[src/rtl/apbgpu_pkg.sv]
// Shared GPU command types and word layout; the GPU responder decodes against the same constants.
package apbgpu_pkg;

  typedef logic [3:0]  opcode_t;
  typedef logic [24:0] params_t;

  typedef struct packed {
    opcode_t opcode;
    params_t params;
  } cmd_t;

  typedef enum logic [1:0] {IDLE, SETUP, ACCESS} state_t;

  localparam int unsigned OPCODE_MSB = 31;
  localparam int unsigned OPCODE_LSB = 28;
  localparam int unsigned PARAM_MSB  = 24;

  // Bits between the opcode and the parameter field are reserved and driven as zero.
  function automatic logic [31:0] pack_cmd(input cmd_t cmd);
    logic [31:0] word;
    word = '0;
    word[OPCODE_MSB:OPCODE_LSB] = cmd.opcode;
    word[PARAM_MSB:0]           = cmd.params;
    return word;
  endfunction

endpackage

[src/rtl/gpu_cmd_fifo.sv]
// Synchronous command FIFO; occupancy counter carries one extra bit to tell full from empty.
module gpu_cmd_fifo
  import apbgpu_pkg::*;
#(
  parameter int unsigned DEPTH = 4
) (
  input  logic                     clk,
  input  logic                     rst,
  input  logic                     push,
  input  cmd_t                     push_data,
  input  logic                     pop,
  output logic                     full,
  output logic                     empty,
  output logic [$clog2(DEPTH):0]   count,
  output cmd_t                     head
);

  localparam int unsigned AW = $clog2(DEPTH);

  cmd_t          mem [DEPTH];
  logic [AW-1:0] wr_ptr_q, rd_ptr_q;
  logic [AW:0]   count_q;
  logic          do_push, do_pop;

  assign full    = (count_q == (AW + 1)'(DEPTH));
  assign empty   = (count_q == '0);
  assign do_push = push & ~full;
  assign do_pop  = pop & ~empty;
  assign count   = count_q;
  assign head    = mem[rd_ptr_q];

  // Pointers wrap naturally because DEPTH is a power of two.
  always_ff @(posedge clk or posedge rst) begin
    if (rst) begin
      wr_ptr_q <= '0;
      rd_ptr_q <= '0;
      count_q  <= '0;
    end else begin
      if (do_push) wr_ptr_q <= wr_ptr_q + 1'b1;
      if (do_pop)  rd_ptr_q <= rd_ptr_q + 1'b1;
      if (do_push && !do_pop)      count_q <= count_q + 1'b1;
      else if (!do_push && do_pop) count_q <= count_q - 1'b1;
    end
  end

  always_ff @(posedge clk) begin
    if (do_push) mem[wr_ptr_q] <= push_data;
  end

endmodule

[src/rtl/apb_gpu_cmd_master.sv]
// APB write initiator draining a command FIFO into the GPU command responder.
module apb_gpu_cmd_master
  import apbgpu_pkg::*;
#(
  parameter int unsigned FIFO_DEPTH = 4,
  parameter logic [31:0] GPU_ADDR   = 32'h0000_0000,
  parameter int unsigned CNT_WIDTH  = 16
) (
  input  logic                          clk,
  input  logic                          rst,
  input  logic                          cmdValid_i,
  output logic                          cmdReady_o,
  input  logic [3:0]                    opcode_i,
  input  logic [24:0]                   parameters_i,
  output logic [31:0]                   pAddr_o,
  output logic [31:0]                   pDataWrite_o,
  output logic                          pSel_o,
  output logic                          pEnable_o,
  output logic                          pWrite_o,
  input  logic                          pReady_i,
  output logic                          busy_o,
  output logic [$clog2(FIFO_DEPTH):0]   fifoCount_o,
  output logic [CNT_WIDTH-1:0]          txCount_o
);

  localparam int unsigned CW = $clog2(FIFO_DEPTH) + 1;

  state_t                state_q;
  logic [CNT_WIDTH-1:0]  tx_count_q;
  logic                  full, empty;
  logic [CW-1:0]         count;
  cmd_t                  head;
  cmd_t                  push_data;
  logic                  push_fire, pop_fire, more_after_pop;

  assign cmdReady_o     = ~full & ~rst;
  assign push_fire      = cmdValid_i & cmdReady_o;
  assign pop_fire       = (state_q == ACCESS) & pReady_i;
  // A push landing on the completing edge keeps the FIFO non-empty, so go straight to SETUP.
  assign more_after_pop = (count > CW'(1)) | push_fire;
  assign push_data      = '{opcode: opcode_i, params: parameters_i};

  gpu_cmd_fifo #(
    .DEPTH (FIFO_DEPTH)
  ) u_fifo (
    .clk       (clk),
    .rst       (rst),
    .push      (push_fire),
    .push_data (push_data),
    .pop       (pop_fire),
    .full      (full),
    .empty     (empty),
    .count     (count),
    .head      (head)
  );

  always_ff @(posedge clk or posedge rst) begin
    if (rst) begin
      state_q    <= IDLE;
      tx_count_q <= '0;
    end else begin
      unique case (state_q)
        IDLE:   if (!empty) state_q <= SETUP;
        SETUP:  state_q <= ACCESS;
        ACCESS: begin
          if (pReady_i) begin
            tx_count_q <= tx_count_q + 1'b1;
            state_q    <= more_after_pop ? SETUP : IDLE;
          end
        end
        default: state_q <= IDLE;
      endcase
    end
  end

  // FIFO head stays put until the completing ACCESS edge, so data is stable for the whole transfer.
  assign pSel_o       = (state_q != IDLE);
  assign pWrite_o     = pSel_o;
  assign pEnable_o    = (state_q == ACCESS);
  assign pAddr_o      = pSel_o ? GPU_ADDR : '0;
  assign pDataWrite_o = pSel_o ? pack_cmd(head) : '0;
  assign busy_o       = pSel_o | ~empty;
  assign fifoCount_o  = count;
  assign txCount_o    = tx_count_q;

endmodule

[config.mk]
export PLATFORM = sky130hd
export DESIGN_NAME = apb_gpu_cmd_master
export DESIGN_NICKNAME = d
export VERILOG_FILES = /design/src/rtl/apbgpu_pkg.sv /design/src/rtl/gpu_cmd_fifo.sv /design/src/rtl/apb_gpu_cmd_master.sv
export SDC_FILE = /design/constraint.sdc
export NUM_CORES = 1
export LEC_CHECK = 0
export CAP_MARGIN = 25
export CORE_MARGIN = 1
export CORE_UTILIZATION = 60
export CTS_CLUSTER_SIZE = 20
export DETAILED_ROUTE_END_ITERATION = 8
export DONT_BUFFER_PORTS = 1
export PLACE_DENSITY = 0.87
export SLEW_MARGIN = 20
export SYNTH_ARGS = -nofsm -noshare
export SYNTH_HDL_FRONTEND = slang
export SYNTH_SLANG_ARGS = --single-unit
[constraint.sdc]
create_clock -name clk -period 5 [get_ports clk]
set_input_delay 0.25 -clock clk [delete_from_list [all_inputs] [get_ports clk]]
set_output_delay 0.25 -clock clk [all_outputs]
set_load 0.005 [all_outputs]
==> run metrics, run 1 <==
die height 102 um; final hold vios 0; Mapped Cells 337; vias in the first global route 3,078; Core Region 9420 um2; Top delay family on crit path flip-flops; final setup skew 13.4 ps; first-pass GRT wire length 16,200 um; port bufs 0; gr usage total 22.5%; Max clock buf depth 2; I/O Pins 121; Wirelength per Cell 20.1 um; post-route ant nets 0; share of layout cells above drive strength 1 19.1%; # diodes 0; CP max stage cell dfrtp_4; cell taking the most area after synthesis edfxtp_1; CP cell instances mux4_2, nor2b_1; die area 10,300 um2; ys flop type edfxtp_1; CP arrival 2180 ps; count leader, synth edfxtp_1; Worst Setup End Kind primary output; P per Cell Area 530 nW/um2; Max FO, Critical Path 31; register area share after synthesis 69.2%; number of gates resized after cts 0; drc violations 0; initial drt markers 150; YS warnings 0; static leakage 2.45 nW; synthesized area per cell 17.6 um2; peak supply drop 349 uV; Max Freq 411 MHz; H-Tree Depth 4; RSZ-0062 raised after global routing no; number of synthesized flops with an enable pin 116; clk_lat worst skew 520 ps; Post-synth ARST share 17.7%; top-area cell type share of the netlist area 58.6%; final setup fails 0; synthesized area 5940 um2; Worst-path clk slew 70 ps; drt pass-1 iters 4; Tcrit/Tclk final 48.6%; minimum clock period after layout 2430 ps; CTS sink count 141; MaxCap Viol Count 0; Rows 35; top cells by count, synth 116 x edfxtp_1, 39 x buf_4, 31 x nor2b_1; chip width 102 um; dpl ws 2630 ps; initial antenna violation count 0; hpwl dp 5930 um; post-synthesis cell type count 32; Slew Viols, Final 0; initial cell density of the core 63.1%; Area contributors post-synth edfxtp_1 59%, mux4_2 11%, dfrtp_1 11%, buf_4 4.9%, nor2b_1 3.3%; largest net degree at the start of global routing 32; Root Buffer clkbuf_8; gpl congestion 0.721; status finished clean; max_slew headroom 46.1%; worst slew pin tran 806 ps; setup slack after layout 2570 ps; Area Overhead vs Synth 14.5%; WP data required 4750 ps; critical path's largest stage delay 820 ps; final wirelength 10,400 um; Bufs and invs on worst path 0; Nets 418; via count 2,899; setup_tns 0 ps; startpoint class of the critical path flop; GR Overflow Total 0; CTS tree done; worst min path class primary input to flop; Num CTS Buffers 17; final hold slack 59.0 ps; #FFs+latches synth 141; Via-to-Cell Ratio 5.61; crit path kind flop to primary output
==> registers in the layout, indices dropped and copies added (netlist names) <==
signal	count
u_fifo.count	3
u_fifo.wr_ptr_q	2
state_q	2
txCount_o	16
u_fifo.mem	116
u_fifo.rd_ptr_q	2
==> path summary, 6_finish.rpt <==
| path | startpoint | to | slack (ps) | cells after the start |
|---|---|---|---|---|
| max | u_fifo.rd_ptr_q[0] | pDataWrite_o[19] | 2570 | 2 |
| min | cmdValid_i | u_fifo.wr_ptr_q[0] | 60 | 2 |
| max reg2reg | u_fifo.count[0] | u_fifo.mem[0][1] | 2610 | 4 |
| min reg2reg | txCount_o[15] | txCount_o[15] | 490 | 1 |
| max in group asynchronous | rst | u_fifo.rd_ptr_q[0] | 4280 | 3 |
| min in group asynchronous | rst | txCount_o[1] | 220 | 2 |
==> layer usage <==
metal	track usage (%)	vias up	part of all wire, %
li1	-	1263	-
met5	0	-	0
met1	26.9	1464	39
met2	37.1	157	52
met4	10.9	0	2.1
met3	7.18	15	6.8
==> through the flow <==
stage,utilization [%],power (mW),instances,area [um2]
global placement,62.8,2.38,453,5910
finish,72.3,3.60,517,6800
global route,72.3,3.78,517,6800
CTS,72.1,3.63,516,6790
floorplan,-,2.25,371,6070
detailed placement,62.8,2.41,453,5910
==> cell usage in the layout (no fill, tap or decap), types with 2 or more instances in the layout <==
cell	instances
nand3_2	2
and4_1	2
nor2b_1	31
dlygate4sd3_1	31
o21ai_0	2
mux2i_1	2
xor2_1	4
nand2_1	13
inv_1	7
nand4_1	4
xnor2_1	16
edfxtp_1	116
dfrtp_1	24
ha_1	10
conb_1	35
mux4_2	29
nor2_1	4
and3_1	2
inv_6	7
nand3_1	3
clkinvlp_4	2
a21oi_1	2
clkbuf_16	16
and3_2	4
==> report_power, final <==
part	switching (mW)	internal, mW	total, mW
logic	0.415	0.399	0.814
clock network	0.517	0.675	1.19
registers	0.163	1.44	1.60
==> what timing repair did <==
| item | CTS | global route |
|---|---|---|
| endpoints found under the hold margin | 143 | 0 |
| buffers inserted | 0 | 0 |
| hold buffers | 31 | 0 |
==> area by class of cell <==
cell class / count / area, um2
Multi-Input combinational cell: 175 / 1610
Clock buffer: 17 / 414
Fill cell: 553 / 2610
Tap cell: 129 / 161
Clock inverter: 15 / 151
Inverter: 7 / 26.3
Timing Repair Buffer: 33 / 329
Sequential cell: 141 / 4110
==> cells by family after synthesis <==
| kind of cell | share of synthesized area (%) |
|---|---|
| xor+xnor | 3.22 |
| buf+inv | 6.13 |
| compound gates | 0.463 |
| other cells | 0.0631 |
| simple gates | 7.52 |
| fa+ha+maj | 2.11 |
| mux | 11.3 |
| flops | 69.2 |
Power figures use the tool's default switching activity.
==> inputs of run 2 (changes only) <==
Settings changed: ABC_AREA set to 1, CORE_UTILIZATION 60 to 57, PLACE_DENSITY 0.87 to 0.86.
Clock period 5 ns to 2.23 ns, I/O delays scaled along.
==> run metrics, run 2 <==
Fillers 706 (+28%); drt pass-1 iters 5 (+1); Max Freq 473 MHz; most frequent cells in the layout 129 x nor2_1, 116 x edfxtp_1, 53 x o21ai_0, 35 x conb_1, 32 x dlygate4sd3_1; Reg with most FFs u_fifo.mem; final hold vios 0 (unchanged); Worst-path clk slew 60 ps (about the same); count leader, synth nor2_1; top cells by count, synth 134 x nor2_1, 116 x edfxtp_1, 53 x o21ai_0; GR Overflow Total 0 (unchanged); Gate power share 29.2% (+6.6 points); first-pass GRT wire length 19,500 um (+21%); YS warnings 0 (unchanged); Slew Viols, Final 0 (unchanged); worst r2r src u_fifo.count[1]; Core Region 10,400 um2 (+10%); chip width 106 um (+4.1%); ys flop type edfxtp_1; vias in the first global route 3,858 (+25%); port bufs 0 (unchanged); H-Tree Depth 4 (unchanged); Rows 37 (+5.7%); register share of total power 40.7% (-3.7 points); share of layout cells above drive strength 1 10.9% (-8.2 points); Nets 617 (+48%); final wirelength 12,300 um (+18%); multi-input logic area 1710 um2 (+6.4%); Max clock buf depth 2 (unchanged); largest net degree at the start of global routing 47 (+47%); gpl congestion 0.792 (+9.9%); P per Cell Area 1210 nW/um2 (+130%); setup slack after layout 115 ps (-2450 ps); synthesized area 6130 um2 (+3.2%); Wirelength per Cell 17.0 um (-15%); status finished clean; Net Sw Power 2.99 mW (+170%); crit path kind flop to primary output; initial antenna violation count 0 (unchanged); Tcrit/Tclk final 94.8%; Reg area 4110 um2 (unchanged); dpl cells 659 (+45%); final cell count without fillers 723 (+40%); hpwl dp 7730 um (+30%); number of synthesized flops with an enable pin 116 (unchanged); Area contributors post-synth edfxtp_1 57%, dfrtp_1 10%, nor2_1 8.2%, buf_4 4.8%, o21ai_0 4.3%; CTS tree done; startpoint class of the critical path flop; via count 3,851 (+33%); final setup skew 8.18 ps (-5.22 ps); RSZ-0062 raised after global routing no; Power, Total 8.61 mW (+140%); die area 11,200 um2 (+8.4%); max FFs per register 116 (unchanged); peak supply drop 651 uV (+87%); commonest non-fill, non-tap cell in the layout nor2_1; Post-synth ARST share 17.7% (unchanged); minimum clock period after layout 2120 ps; synthesized area per cell 11.5 um2 (-35%); WP data required 2120 ps (-2630 ps); Num CTS Buffers 17 (unchanged); die height 106 um (+4.1%); MaxCap Viol Count 0 (unchanged); post-route ant nets 0 (unchanged); drc violations 0 (unchanged); r2r setup slk 250 ps (-2360 ps); initial drt markers 366 (+140%); top-area cell type share of the netlist area 56.8% (-1.8 points); CP arrival 2000 ps (-180 ps); Post-CTS Setup Inserts 0 (unchanged); CTS sink count 141 (unchanged); cell taking the most area after synthesis edfxtp_1; # diodes 0 (unchanged); #FFs+latches synth 141 (unchanged); Int Pwr 5.62 mW (+120%); worst reg2reg path depth 7 (+3); final setup fails 0 (unchanged); initial cell density of the core 59.1% (-4.0 points); Via-to-Cell Ratio 5.33 (-5.0%); Worst Setup End Kind primary output; register area share after synthesis 67.0% (-2.1 points); R2R Path End u_fifo.mem[3][6]; gr usage total 23.8% (+1.3 points); Clock power frac 30.2% (-2.9 points); Area Overhead vs Synth 16.3%; clk_lat worst skew 520 ps (about the same); I/O Pins 121 (unchanged); Root Buffer clkbuf_8; Max FO, Critical Path 46 (+48%); worst min path class primary input to async pin; static leakage 2.73 nW (+11%); dpl ws 240 ps (-2390 ps); Mapped Cells 532 (+58%); sw frac 34.7% (+4.4 points); post-synthesis cell type count 29 (-9.4%)
## run 2: per-layer routing
metal	global-route usage, %	part of all wire [%]	vias to the layer above
met3	8.84	7.0	6
met4	9.42	1.0	0
met5	0	0	-
met1	27.5	40	1864
li1	-	-	1808
met2	40.0	52	173
## run 2: timing repair
item,in CTS,in global routing
hold endpoints to repair,157,0
resized for setup,0,7
endpoints found under the setup margin,0,14
hold buffers,32,0
## run 2: final cells by class
cell class | count | share of cell area, %
Timing Repair Buffer | 47 | 6.60
Sequential cell | 141 | 57.7
Inverter | 29 | 1.60
Clock inverter | 13 | 1.76
Tap cell | 136 | 2.39
Multi-Input combinational cell | 338 | 24.0
Clock buffer | 19 | 5.92
## run 2: critical path, stage by stage, from the launching register on
cell     delay (ps)
dfrtp_4         590
inv_4           190
buf_12          240
o21ai_0         130
a21oi_1         320
## run 2: power by group through the flow
stage	sequential [mW]	combinational [mW]	clock (mW)
6_report	3.50	2.51	2.60
5_1_grt	3.54	2.79	2.74
2_1_floorplan	3.41	1.88	0
4_1_cts	3.49	2.49	2.63
3_3_place_gp	3.52	2.29	0
3_5_place_dp	3.54	2.38	0
## run 2: kinds of logic after synthesis
logic type                 Yosys count  synth area share [%]
buffers and inverters               87                  7.86
AOI/OAI and AO/OA                   95                  7.76
muxes                                1                 0.184
and+or+nand+nor                    181                  12.6
DFF                                141                  67.0
adders and majority gates           10                  2.04
other                                1                0.0612
xor gates and xnor gates            16                  2.41
## run 2: worst max path at each step
stage / from / end / depth (start not counted)
4_1_cts: u_fifo.rd_ptr_q[0] / pDataWrite_o[11] / 4
2_1_floorplan: u_fifo.count[0] / u_fifo.mem[0][0] / 5
3_3_place_gp: u_fifo.count[1] / u_fifo.mem[2][28] / 7
3_5_place_dp: u_fifo.count[1] / u_fifo.mem[3][16] / 7
5_1_grt: u_fifo.rd_ptr_q[0] / pDataWrite_o[18] / 5
6_report: u_fifo.rd_ptr_q[0] / pDataWrite_o[23] / 4
## run 2: through the flow
stage	utilization (%)	instance area (um2)	hold slack [ps]	setup TNS (ps)
2_1_floorplan	-	6270	139	-12680
3_3_place_gp	60.2	6240	-8.43	0
3_5_place_dp	60.2	6240	4.65	0
4_1_cts	68.6	7110	45.8	0
5_1_grt	68.7	7120	68.7	0
6_report	68.7	7120	55.8	0
